--- src/rtl/stopwatch_pkg.sv ---
// Shared types and constants for the stopwatch timekeeping core.
//   state_t      : control FSM states (IDLE / RUN / PAUSE)
//   bcd4_t       : one BCD display digit
//   TICK_HZ      : default count rate (hundredths of a second)
//   DIGIT_MAX    : last value of a 0-9 digit
//   TENS_SEC_MAX : last value of the tens-of-seconds digit
package stopwatch_pkg;

    typedef enum logic [1:0] {
        IDLE  = 2'd0,
        RUN   = 2'd1,
        PAUSE = 2'd2
    } state_t;

    typedef logic [3:0] bcd4_t;

    localparam int    TICK_HZ      = 100;
    localparam bcd4_t DIGIT_MAX    = 4'd9;
    localparam bcd4_t TENS_SEC_MAX = 4'd5;

endpackage

--- src/rtl/stopwatch_counter_button_pulse.sv ---
// Button front end: 2-flop synchronizer followed by an edge register.
//   clk   : system clock
//   rst   : asynchronous active-high reset
//   level : debounced button level, asynchronous to clk
//   pulse : one-cycle pulse per rising edge of level (combinational from flops)
module button_pulse (
    input  logic clk,
    input  logic rst,
    input  logic level,
    output logic pulse
);

    logic sync1;
    logic sync2;
    logic prev;

    always_ff @(posedge clk or posedge rst) begin
        if (rst) begin
            sync1 <= 1'b0;
            sync2 <= 1'b0;
            prev  <= 1'b0;
        end else begin
            sync1 <= level;
            sync2 <= sync1;
            prev  <= sync2;
        end
    end

    // Pulse is visible after the 2nd edge, so the FSM acts on the 3rd edge.
    assign pulse = sync2 & ~prev;

endmodule

--- src/rtl/stopwatch_counter.sv ---
// Stopwatch timekeeping core: SS.cc BCD count (00.00 .. 59.99) with
// start/pause/clear/lap control.
//   clk        : system clock
//   rst        : asynchronous active-high reset
//   start_stop : button level, toggles RUN / PAUSE
//   clear      : button level, returns to IDLE from IDLE or PAUSE
//   lap        : button level, freezes / unfreezes the displayed value
//   digit      : registered BCD word {tens s, s, tenths, hundredths}
//   running    : high while the FSM is in RUN
//   lap_active : high while the displayed value is frozen
//   wrap       : one-cycle pulse on rollover 59.99 -> 00.00
//
// state | meaning
// IDLE  | stopped and zeroed, waiting for start
// RUN   | prescaler and BCD chain advancing
// PAUSE | count and partial prescaler held, resumable
module stopwatch_counter #(
    parameter int CLK_HZ  = 50_000_000,
    parameter int TICK_HZ = stopwatch_pkg::TICK_HZ
) (
    input  logic        clk,
    input  logic        rst,
    input  logic        start_stop,
    input  logic        clear,
    input  logic        lap,
    output logic [15:0] digit,
    output logic        running,
    output logic        lap_active,
    output logic        wrap
);
    import stopwatch_pkg::*;

    localparam int TICK_DIV = CLK_HZ / TICK_HZ;
    localparam int PW       = $clog2(TICK_DIV);
    localparam logic [PW-1:0] PRESC_LAST = PW'(TICK_DIV - 1);

    logic ss_p;
    logic clear_p;
    logic lap_p;

    button_pulse u_ss    (.clk(clk), .rst(rst), .level(start_stop), .pulse(ss_p));
    button_pulse u_clear (.clk(clk), .rst(rst), .level(clear),      .pulse(clear_p));
    button_pulse u_lap   (.clk(clk), .rst(rst), .level(lap),        .pulse(lap_p));

    state_t        state;
    logic [PW-1:0] presc;
    bcd4_t         c3, c2, c1, c0;
    bcd4_t         n3, n2, n1, n0;
    logic [15:0]   snap;
    logic [15:0]   count_word;
    logic          tick;
    logic          at_max;

    assign count_word = {c3, c2, c1, c0};
    assign tick       = (state == RUN) && (presc == PRESC_LAST);
    assign at_max     = (c3 == TENS_SEC_MAX) && (c2 == DIGIT_MAX) &&
                        (c1 == DIGIT_MAX) && (c0 == DIGIT_MAX);

    // Ripple carry through the four digits; tens of seconds rolls at 5.
    always_comb begin
        n0 = c0 + 4'd1;
        n1 = c1;
        n2 = c2;
        n3 = c3;
        if (c0 == DIGIT_MAX) begin
            n0 = '0;
            n1 = c1 + 4'd1;
            if (c1 == DIGIT_MAX) begin
                n1 = '0;
                n2 = c2 + 4'd1;
                if (c2 == DIGIT_MAX) begin
                    n2 = '0;
                    n3 = (c3 == TENS_SEC_MAX) ? '0 : c3 + 4'd1;
                end
            end
        end
    end

    always_ff @(posedge clk or posedge rst) begin
        if (rst) begin
            state      <= IDLE;
            presc      <= '0;
            {c3, c2, c1, c0} <= '0;
            snap       <= '0;
            lap_active <= 1'b0;
            digit      <= '0;
            running    <= 1'b0;
            wrap       <= 1'b0;
        end else begin
            wrap  <= 1'b0;
            digit <= lap_active ? snap : count_word;
            unique case (state)
                IDLE: begin
                    if (clear_p) begin
                        presc      <= '0;
                        {c3, c2, c1, c0} <= '0;
                        snap       <= '0;
                        lap_active <= 1'b0;
                    end else if (ss_p) begin
                        state   <= RUN;
                        running <= 1'b1;
                    end
                end
                RUN: begin
                    presc <= tick ? '0 : presc + 1'b1;
                    if (tick) begin
                        {c3, c2, c1, c0} <= {n3, n2, n1, n0};
                        wrap <= at_max;
                    end
                    // Snapshot takes the pre-tick count of this same cycle.
                    if (lap_p) begin
                        lap_active <= ~lap_active;
                        if (!lap_active)
                            snap <= count_word;
                    end
                    // Start/stop beats clear here: clear is not decoded in RUN.
                    if (ss_p) begin
                        state   <= PAUSE;
                        running <= 1'b0;
                    end
                end
                PAUSE: begin
                    if (clear_p) begin
                        state      <= IDLE;
                        presc      <= '0;
                        {c3, c2, c1, c0} <= '0;
                        snap       <= '0;
                        lap_active <= 1'b0;
                    end else begin
                        if (lap_p)
                            lap_active <= 1'b0;
                        if (ss_p) begin
                            state   <= RUN;
                            running <= 1'b1;
                        end
                    end
                end
                default: begin
                    state   <= IDLE;
                    running <= 1'b0;
                end
            endcase
        end
    end

endmodule

--- config.mk ---
export PLATFORM = sky130hd
export DESIGN_NAME = stopwatch_counter
export DESIGN_NICKNAME = d
export VERILOG_FILES = /design/src/rtl/stopwatch_pkg.sv /design/src/rtl/stopwatch_counter_button_pulse.sv /design/src/rtl/stopwatch_counter.sv
export SDC_FILE = /design/constraint.sdc
export NUM_CORES = 1
export LEC_CHECK = 0
export BUFFER_PORTS_ARGS = -buffer_cell sky130_fd_sc_hd__buf_2
export CAP_MARGIN = 20
export CELL_PAD_IN_SITES_DETAIL_PLACEMENT = 0
export CELL_PAD_IN_SITES_GLOBAL_PLACEMENT = 1
export CORE_ASPECT_RATIO = 0.9
export CORE_UTILIZATION = 41
export DETAILED_ROUTE_END_ITERATION = 10
export PLACE_DENSITY = 0.82
export SYNTH_ARGS = -nofsm -noshare
export SYNTH_HDL_FRONTEND = slang
export SYNTH_SLANG_ARGS = --single-unit
--- constraint.sdc ---
create_clock -name clk -period 2.5 [get_ports clk]
set_clock_uncertainty 0.2 [all_clocks]
set_input_delay 0.375 -clock clk [delete_from_list [all_inputs] [get_ports clk]]
set_output_delay 0.375 -clock clk [all_outputs]
set_load 0.01 [all_outputs]
# Yosys cells after proc, flatten, opt, wreduce, memory -nomap -nowiden

Index checks and enable logic that the tools add are counted.

Add/sub/neg operators: 5
Eq/ne operators: 19
Muxes and demuxes: 42
Bitwise logic cells: 7
Reductions and logical operators: 17

Operators with widths:

| cell                  | number |
|---|---|
| $mux 4                | 15 |
| $mux 16               | 3 |
| $mux 19               | 2 |
| $pmux 19 s2           | 1 |
| $pmux 16 s2           | 1 |
| $pmux 4 s2            | 4 |
| $add 19x1->19 const B | 1 |
| $eq 19x19->1 const B  | 1 |
| $add 4x1->4 const B   | 4 |
| $eq 4x4->1 const B    | 3 |
| $ne 2x2->1 const B    | 6 |
| $ne 2x1->1 const B    | 5 |
| $mux 1                | 9 |
| $reduce_and 3->1      | 3 |
| $mux 2                | 4 |
| $reduce_and 4->1      | 2 |
| $pmux 2 s3            | 1 |
| $reduce_and 6->1      | 1 |
| $reduce_and 5->1      | 1 |
| $eq 4x3->1 const B    | 1 |
| $logic_and 1x1->1     | 4 |
| $not 1->1             | 4 |
| $reduce_and 2->1      | 2 |
| $and 1x1->1           | 3 |
| 9 further kinds       | 9 |

Register bits: 81
Output and inout bits: 19

# Depth between registers and ports, before layout

Gate-level depths: netlist (run 1).

Depth in word-level cells: 7
Depth in mapped cells: 8
Mapped depth without buffers: 7

# Hierarchy

From an unflattened synthesis (run 1), not the netlist that was laid out.

Cell total of the unflattened synthesis: 379
Area, all modules: 3,842.4 sq um

By module, submodules not included:

| module            | instances | cells each | area an instance (sq um) |
|---|---|---|---|
| stopwatch_counter | 1         | 364        | 3,564.7 |
| button_pulse      | 3         | 5          | 92.6 |

# Worst setup path after synthesis (run 1)

Ideal clock, no wire load.

Path kind: register to register
From: register presc[14]
To: register c2[0]
Arrival: 1.845 ns
Path slack: 0.330 ns
Stages on the path, launching flop included: 6
Path through: dfrtp_1 or4_4 nor3_4 a31oi_1 or2_4 mux2_4

Cells in the longest elaborated chain, start to end: 4

Ends and longest elaborated chain:

| item                              | line                     | RTL |
|---|---|---|
| from (decl)                       | stopwatch_counter.sv:46  | `logic [PW-1:0] presc;` |
| from (signal assigned)            | stopwatch_counter.sv:105 | `presc <= tick ? '0 : presc + 1'b1;` |
| $eq 19x19->1                      | stopwatch_counter.sv:55  | `assign tick = (state == RUN) && (presc == PRESC_LAST);` |
| $logic_and 1x1->1                 | stopwatch_counter.sv:55  |  |
| $ne 2x2->1 (no source line)       | n/a                      |  |
| $reduce_and 5->1 (no source line) | n/a                      |  |
| to (signal assigned)              | stopwatch_counter.sv:107 | `{c3, c2, c1, c0} <= {n3, n2, n1, n0};` |
| to (decl)                         | stopwatch_counter.sv:47  | `bcd4_t c3, c2, c1, c0;` |

Every way passes these cells.
A chain may end at the register's enable or synchronous reset.

# Final worst setup path (run 1)

From: register presc[14]
To: register c2[3]

Same word-level chain as after synthesis.

==> metrics.cfg, run 1 <==
[setup_path]
timing.rr.start=presc[14]
slowest_stage=or4_4
critPathRequiredTime_ps=2530
path_buf_inv=1
crit_cells=6
crit_end=c2[3]
reg2regPathDepth=6
path_delay_family=simple AND/OR/NAND/NOR gates
cp-end-kind=flop
max_stage_delay_ps=570
path_class=flop to flop
crit_path_start_kind=flop
crit_chain=or4_4 -> nor3_4 -> a31oi_1 -> buf_4 -> o31ai_1 -> o41ai_2
setup.worst_path.start=presc[14]
r2r-end=c2[3]
crit_fanout=10
cp.arrival_ps=2380
r2r_slack_ps=150

[grt]
grt_pass1_vias=2617
met2_usage_pct=27.0
grt_pass1_wl_mm=12.9
use_met3_pct=4.12
grt_busiest_layer=met2
track_usage_pct=17.9
grt_overflow=0
grtUsageMet1_pct=25.4
antenna_found_initial=0
grt_max_degree=82

[logic_synthesis]
syn_nets=344
synth_edf_count=0
synth_area_leaders=dfrtp_1, a32o_1, mux2_2
yosysWarnings=0
avgSynthCellArea_um2=11.2
yosysTopAreaCell=dfrtp_1
synth-simple-area-share_pct=16.2
syn_area_um2=3690
synthCells=330
yosys_register_bits=81
synth_compound_area_share_pct=17.0
synth-xor-area-share_pct=0
synth_fa_ha_area_share_pct=3.05
synthMuxAreaShare_pct=5.86
synthArstFlopShare_pct=100
synth_top_family_by_area=compound AO/OA/AOI/OAI gates
yosysTopAreaCellShare_pct=54.9
synthFlopType=dfrtp_1
yosysUniqueCellTypes=45
ys_seq_area_share_pct=54.9

[cells_and_area]
drive_gt1_share_pct=22.0
fillers=824
nets=378
antenna_cells=0
area_delta_synth_final_pct=14.7

[sta]
finalSetupViolations=0
fin_crit_ps=2350
slew_headroom_pct=43.1
fin_setup_tns_ps=0
finalMaxSlewViolations=0
worst_pin_slew_ps=850
period_share_pct=94.1
rsz0062_at_grt=no
hold_violations=0
worst_slack_ps=149
fmax_ghz=0.425

[power]
irDropWorstVdd_v=0.000498
p_leak_nw=1.94
power_density_nw_per_um2=777

[drt]
viasPerCell=5.60
routed_wl_mm=7.46
drcViolationCount=0
final_antenna_net_count=0
first_pass_iters=4
wl_per_cell_um=15.3
vias=2731
drt_iter0_drc=114

[clock_tree]
cts_root_buf=clkbuf_8
ctsLongestPathBuffers=2
htree_levels=3
tritoncts=done
cts_buffers=9
clk_pin_slew_ps=90
insertion_delay_ps=350
clock-sinks=81
cts_setup_buffers=0

[floorplan]
ios=24
die_width_um=102
rows=32
fp.dieH_um=92.0
start_util_pct=42.7
die_area_um2=9390
core_area_um2=8650

[run_status]
outcome=finished, final reports clean

[place]
place_ws_ps=192
place_congestion=0.804
dp_hpwl_mm=5.04
io_buffers=23

[flow_run]
cap_violations=0

[hold_path]
hp-class=flop to flop

## per-layer routing
metal	up-vias	wire [um]
met2	53	3440
met1	1368	3660
li1	1303	-
met4	0	87
met3	7	274
met5	-	0
## report_power, final
part,switching (W),internal [W]
clock network,0.000495,0.000398
registers,0.000197,0.00146
logic,0.000424,0.000315
total,0.00112,0.00217
## layout make-up
class	count	area, um2	area share [%]
inverter	10	41.3	0.975
timing repair buffer	41	273	6.44
tap	119	149	3.52
sequential	81	2030	47.9
clock inverter	6	47.5	1.12
clock buffer	10	138	3.25
multi-input combinational	221	1560	36.8
## worst min path at each step
stage / from / end / cells after the start / slack, ps
4_1_cts: u_clear.sync1 / u_clear.sync2 / 0 / 160
3_3_place_gp: u_clear.sync1 / u_clear.sync2 / 0 / 140
6_report: u_clear.sync1 / u_clear.sync2 / 0 / 160
2_1_floorplan: u_clear.sync1 / u_clear.sync2 / 0 / 130
5_1_grt: u_clear.sync1 / u_clear.sync2 / 0 / 160
3_5_place_dp: u_lap.sync1 / u_lap.sync2 / 0 / 140
## repair_timing
action	in CTS	in global routing
endpoints found under the hold margin	84	0
endpoints found under the setup margin	0	0
gates resized for setup	0	0
hold buffers	4	0
## synth_stat cells, types with 2 or more instances
master    instances
o31ai_1           8
a21oi_1          12
o21ai_0          22
mux2i_1           4
nand3b_1          6
buf_2             4
nand4_1          10
and3_1            4
a22o_1            2
o21ai_1           2
nand2_1          29
nor3_1            4
nor4_1            3
mux2_2           13
dfrtp_1          81
nand2b_1          5
or3b_1            2
a32o_1           16
nor2b_1           3
mux2_4            2
a41oi_1           2
a31oi_1          10
clkbuf_1         14
nor2_1           15
nand3_1          15
o41ai_2           3
a21o_1            4
ha_1              9
inv_1            10
## placed cells by master (no fill, tap or decap), types with 2 or more instances in the layout
cell | synthesis | layout
ha_1 | 9 | 9
a32o_1 | 16 | 16
o31ai_1 | 8 | 8
mux2_4 | 2 | 2
mux2i_1 | 4 | 4
nor2_1 | 15 | 15
and3_1 | 4 | 4
inv_1 | 10 | 9
clkbuf_8 | 0 | 10
a21oi_2 | 1 | 2
a31oi_1 | 10 | 10
nor4_1 | 3 | 3
o21ai_1 | 2 | 2
dfrtp_1 | 81 | 81
nand3b_1 | 6 | 6
nand2b_1 | 5 | 5
buf_4 | 0 | 13
a21oi_1 | 12 | 11
a41oi_1 | 2 | 2
o41ai_2 | 3 | 3
nand2_1 | 29 | 29
mux2_2 | 13 | 13
buf_2 | 4 | 23
or3b_1 | 2 | 2
nand4_1 | 10 | 10
nor3_1 | 4 | 4
a22o_1 | 2 | 2
clkinvlp_4 | 0 | 2
nand3_1 | 15 | 15
o21ai_0 | 22 | 22
nor2b_1 | 3 | 3
dlygate4sd3_1 | 0 | 4
a21o_1 | 4 | 4
inv_6 | 0 | 3
## state kept, by name, summed over array words and instances (netlist names), 2 cells and up
| signal | cells |
|---|---|
| c2 | 4 |
| c0 | 4 |
| c3 | 4 |
| digit | 16 |
| snap | 16 |
| state | 2 |
| c1 | 4 |
| presc | 19 |
## stage by stage
stage                     area (um2)  instances  hold slack, ps  utilization (%)  power (W)
after floorplan                 3690        330             131                -    0.00216
after global placement          4010        468             137             46.3    0.00239
after detailed placement        4010        468             138             46.3    0.00242
after CTS                       4230        488             159             48.9    0.00332
after global routing            4230        488             163             48.9    0.00350
final                           4230        488             155             48.9    0.00329
## cell families after synthesis
group / after synthesis
simple gates: 106
compound gates: 87
flops: 81
buf+inv: 28
mux: 19
fa+ha+maj: 9
Power figures use the tool's default switching activity.
==> run 2: changes to the inputs <==
- PLACE_DENSITY: 0.82 -> 0.83
- SYNTH_HIERARCHICAL: default -> 1
==> run 2 against run 1 <==
  * Hold slack got worse by 3.4 ps
  * Total power is 3.2% higher
  * Routed wire length is 9.4% higher
  * First-iteration DRC count rose by 46%
  * Synthesized cell count increased by 15%
  * Highest routed layer unchanged
  * Non-clock buffer count rose by 1
  * Die area rose by 4.0%
==> metrics.cfg, run 2 <==
[run_status]
outcome=finished, final reports clean

[clock_tree]
tritoncts=done
ctsLongestPathBuffers=2  ; unchanged
cts_root_buf=clkbuf_8
cts_buffers=9  ; unchanged
clk_pin_slew_ps=90  ; about the same
clock-sinks=81  ; unchanged
insertion_delay_ps=360  ; about the same
htree_levels=3  ; unchanged

[sta]
finalMaxSlewViolations=0  ; unchanged
period_share_pct=94.0  ; about the same
rsz0062_at_grt=no
finalSetupViolations=0  ; unchanged
fin_setup_tns_ps=0  ; unchanged
worst_pin_slew_ps=675  ; -175 ps
fmax_ghz=0.426  ; about the same
slew_headroom_pct=54.8  ; +12 points
fin_crit_ps=2350  ; -2.14 ps
hold_violations=0  ; unchanged

[setup_path]
crit_path_start_kind=flop
r2r_slack_ps=150  ; about the same
crit_fanout=9  ; -1
critPathRequiredTime_ps=2550  ; +20 ps
path_buf_inv=1  ; unchanged
crit_chain=inv_1 -> ha_1 -> nand3b_1 -> nor4b_2 -> a21oi_2 -> or2_1 -> o41ai_2
slowest_stage=dfrtp_1
cp.arrival_ps=2400  ; +20 ps
path_delay_family=simple AND/OR/NAND/NOR gates
r2r-end=c3[3]
cp-end-kind=flop
timing.rr.start=c0[1]
path_class=flop to flop
max_stage_delay_ps=430  ; -140 ps
reg2regPathDepth=7  ; +1

[logic_synthesis]
yosysUniqueCellTypes=45  ; unchanged
synth_area_leaders=dfrtp_1, nand3_1, nand2_1
synthCells=379  ; +15%
yosysTopAreaCell=dfrtp_1
synthFlopType=dfrtp_1
synth_edf_count=0  ; unchanged
syn_area_um2=3840  ; +4.1%
synth_most_common_cell=dfrtp_1
yosysTopAreaCellShare_pct=52.8  ; -2.2 points
synthArstFlopShare_pct=100  ; unchanged
avgSynthCellArea_um2=10.1  ; -9.4%
syn_nets=393  ; +14%
yosys_register_bits=81  ; unchanged
ys_seq_area_share_pct=52.8  ; -2.2 points
yosys-top-cells-count=dfrtp_1, nand3_1, nand2_1, inv_1, o21ai_0
yosysWarnings=6  ; +6

[cells_and_area]
final_cell_mix=dfrtp_1, nand3_1, nand2_1
layout_commonest_cell=dfrtp_1
antenna_cells=0  ; unchanged
fillers=816  ; -0.97%
area_delta_synth_final_pct=15.7
drive_gt1_share_pct=19.6  ; -2.3 points
largest_register=presc
fin_cells=540  ; +11%
nets=427  ; +13%
largest_reg_flops=19  ; unchanged
largest_registers=presc: 19 flops, digit: 16 flops, snap: 16 flops

[floorplan]
rows=33  ; +3.1%
ios=24  ; unchanged
die_width_um=104  ; +2.0%
start_util_pct=42.1  ; -0.57 points
die_area_um2=9760  ; +4.0%
fp.dieH_um=93.8  ; +2.0%
core_area_um2=9130  ; +5.5%

[place]
place_congestion=0.799  ; -0.61%
dp_hpwl_mm=5.44  ; +7.8%
place_inst=518  ; +11%
io_buffers=23  ; unchanged

[grt]
antenna_found_initial=0  ; unchanged
grt_max_degree=37  ; -55%
track_usage_pct=18.7  ; +0.78 points
grt_pass1_wl_mm=14.2  ; +9.9%
grt_overflow=0  ; unchanged
grt_pass1_vias=2902  ; +11%

[power]
total_power_w=0.00339  ; +3.2%
p_leak_nw=2.17  ; +12%
power_density_nw_per_um2=763  ; -1.7%
irDropWorstVdd_v=0.000336  ; -33%

[drt]
viasPerCell=5.41  ; -3.4%
drcViolationCount=0  ; unchanged
routed_wl_mm=8.16  ; +9.4%
drt_iter0_drc=167  ; +46%
vias=2920  ; +6.9%
final_antenna_net_count=0  ; unchanged
wl_per_cell_um=15.1  ; -1.1%
first_pass_iters=4  ; unchanged

[hold_path]
min_to=u_clear/sync2
hold_path_depth=0  ; unchanged
worstHoldStart=u_clear/sync1
hp-class=flop to flop

[flow_run]
cap_violations=0  ; unchanged

[run 2: area by class of cell]
type                    instances  area (um2)  area share, %
repair buffers                 42         284           6.39
clock buffers                   9         124           2.79
inverters                      18        67.6           1.52
well taps                     122         153           3.43
multi-input cells             261        1670           37.6
flip-flops and latches         81        2030           45.6
clock inverters                 7         118           2.64
[run 2: how the worst max path moves through the flow]
| stage | from | to | slack, ps | cells past startpoint |
|---|---|---|---|---|
| floorplan | rst | c0[0] | 100 | 1 |
| global placement | c0[1] | c3[3] | 200 | 7 |
| detailed placement | presc[0] | c1[2] | 120 | 6 |
| CTS | presc[0] | c0[3] | 110 | 6 |
| global route | c0[1] | c3[3] | 2 | 7 |
| finish | c0[1] | c3[3] | 150 | 7 |
[run 2: what timing repair did]
action                                  CTS  global route
hold buffers                              4             0
buffers inserted                          0             2
resized for setup                         0             1
endpoints found under the setup margin    0             2
hold endpoints to repair                 84             0
[run 2: report_power, final]
part	internal, W	total [W]	switching (W)	leakage [nW]
logic	0.000274	0.000706	0.000432	0.947
registers	0.00142	0.00153	0.000108	1.10
clock network	0.000665	0.00116	0.000498	0.124
total	0.00236	0.00339	0.00104	2.17
[run 2: cell families (layout without fill, tap and decap cells)]
group | after synthesis | in the layout | share of synthesized area, %
adder cells (fa/ha/maj) | 9 | 9 | 2.93
flip-flops | 81 | 81 | 52.8
multiplexers | 22 | 22 | 6.22
buffers and inverters | 37 | 76 | 3.87
AND/OR/NAND/NOR | 167 | 167 | 23.7
AO/OA/AOI/OAI | 63 | 63 | 10.6
[run 2: metal layers]
| layer | track usage, % | routed length (um) | vias up | share of wire [%] |
|---|---|---|---|---|
| met5 | 0 | 0 | - | 0 |
| met4 | 8.45 | 149 | 0 | 1.8 |
| met3 | 3.12 | 297 | 13 | 3.6 |
| met2 | 29.6 | 3800 | 52 | 47 |
| met1 | 25.3 | 3920 | 1439 | 48 |
| li1 | - | - | 1416 | - |
[run 2: through the flow]
step	hold WS, ps	utilization [%]	worst slack, ps	area, um2
floorplan	-71.4	-	100	3840
global placement	80.3	45.3	203	4130
detailed placement	83.2	45.4	120	4150
CTS	154	48.5	109	4430
global route	167	48.7	1.92	4450
finish	152	48.7	151	4450
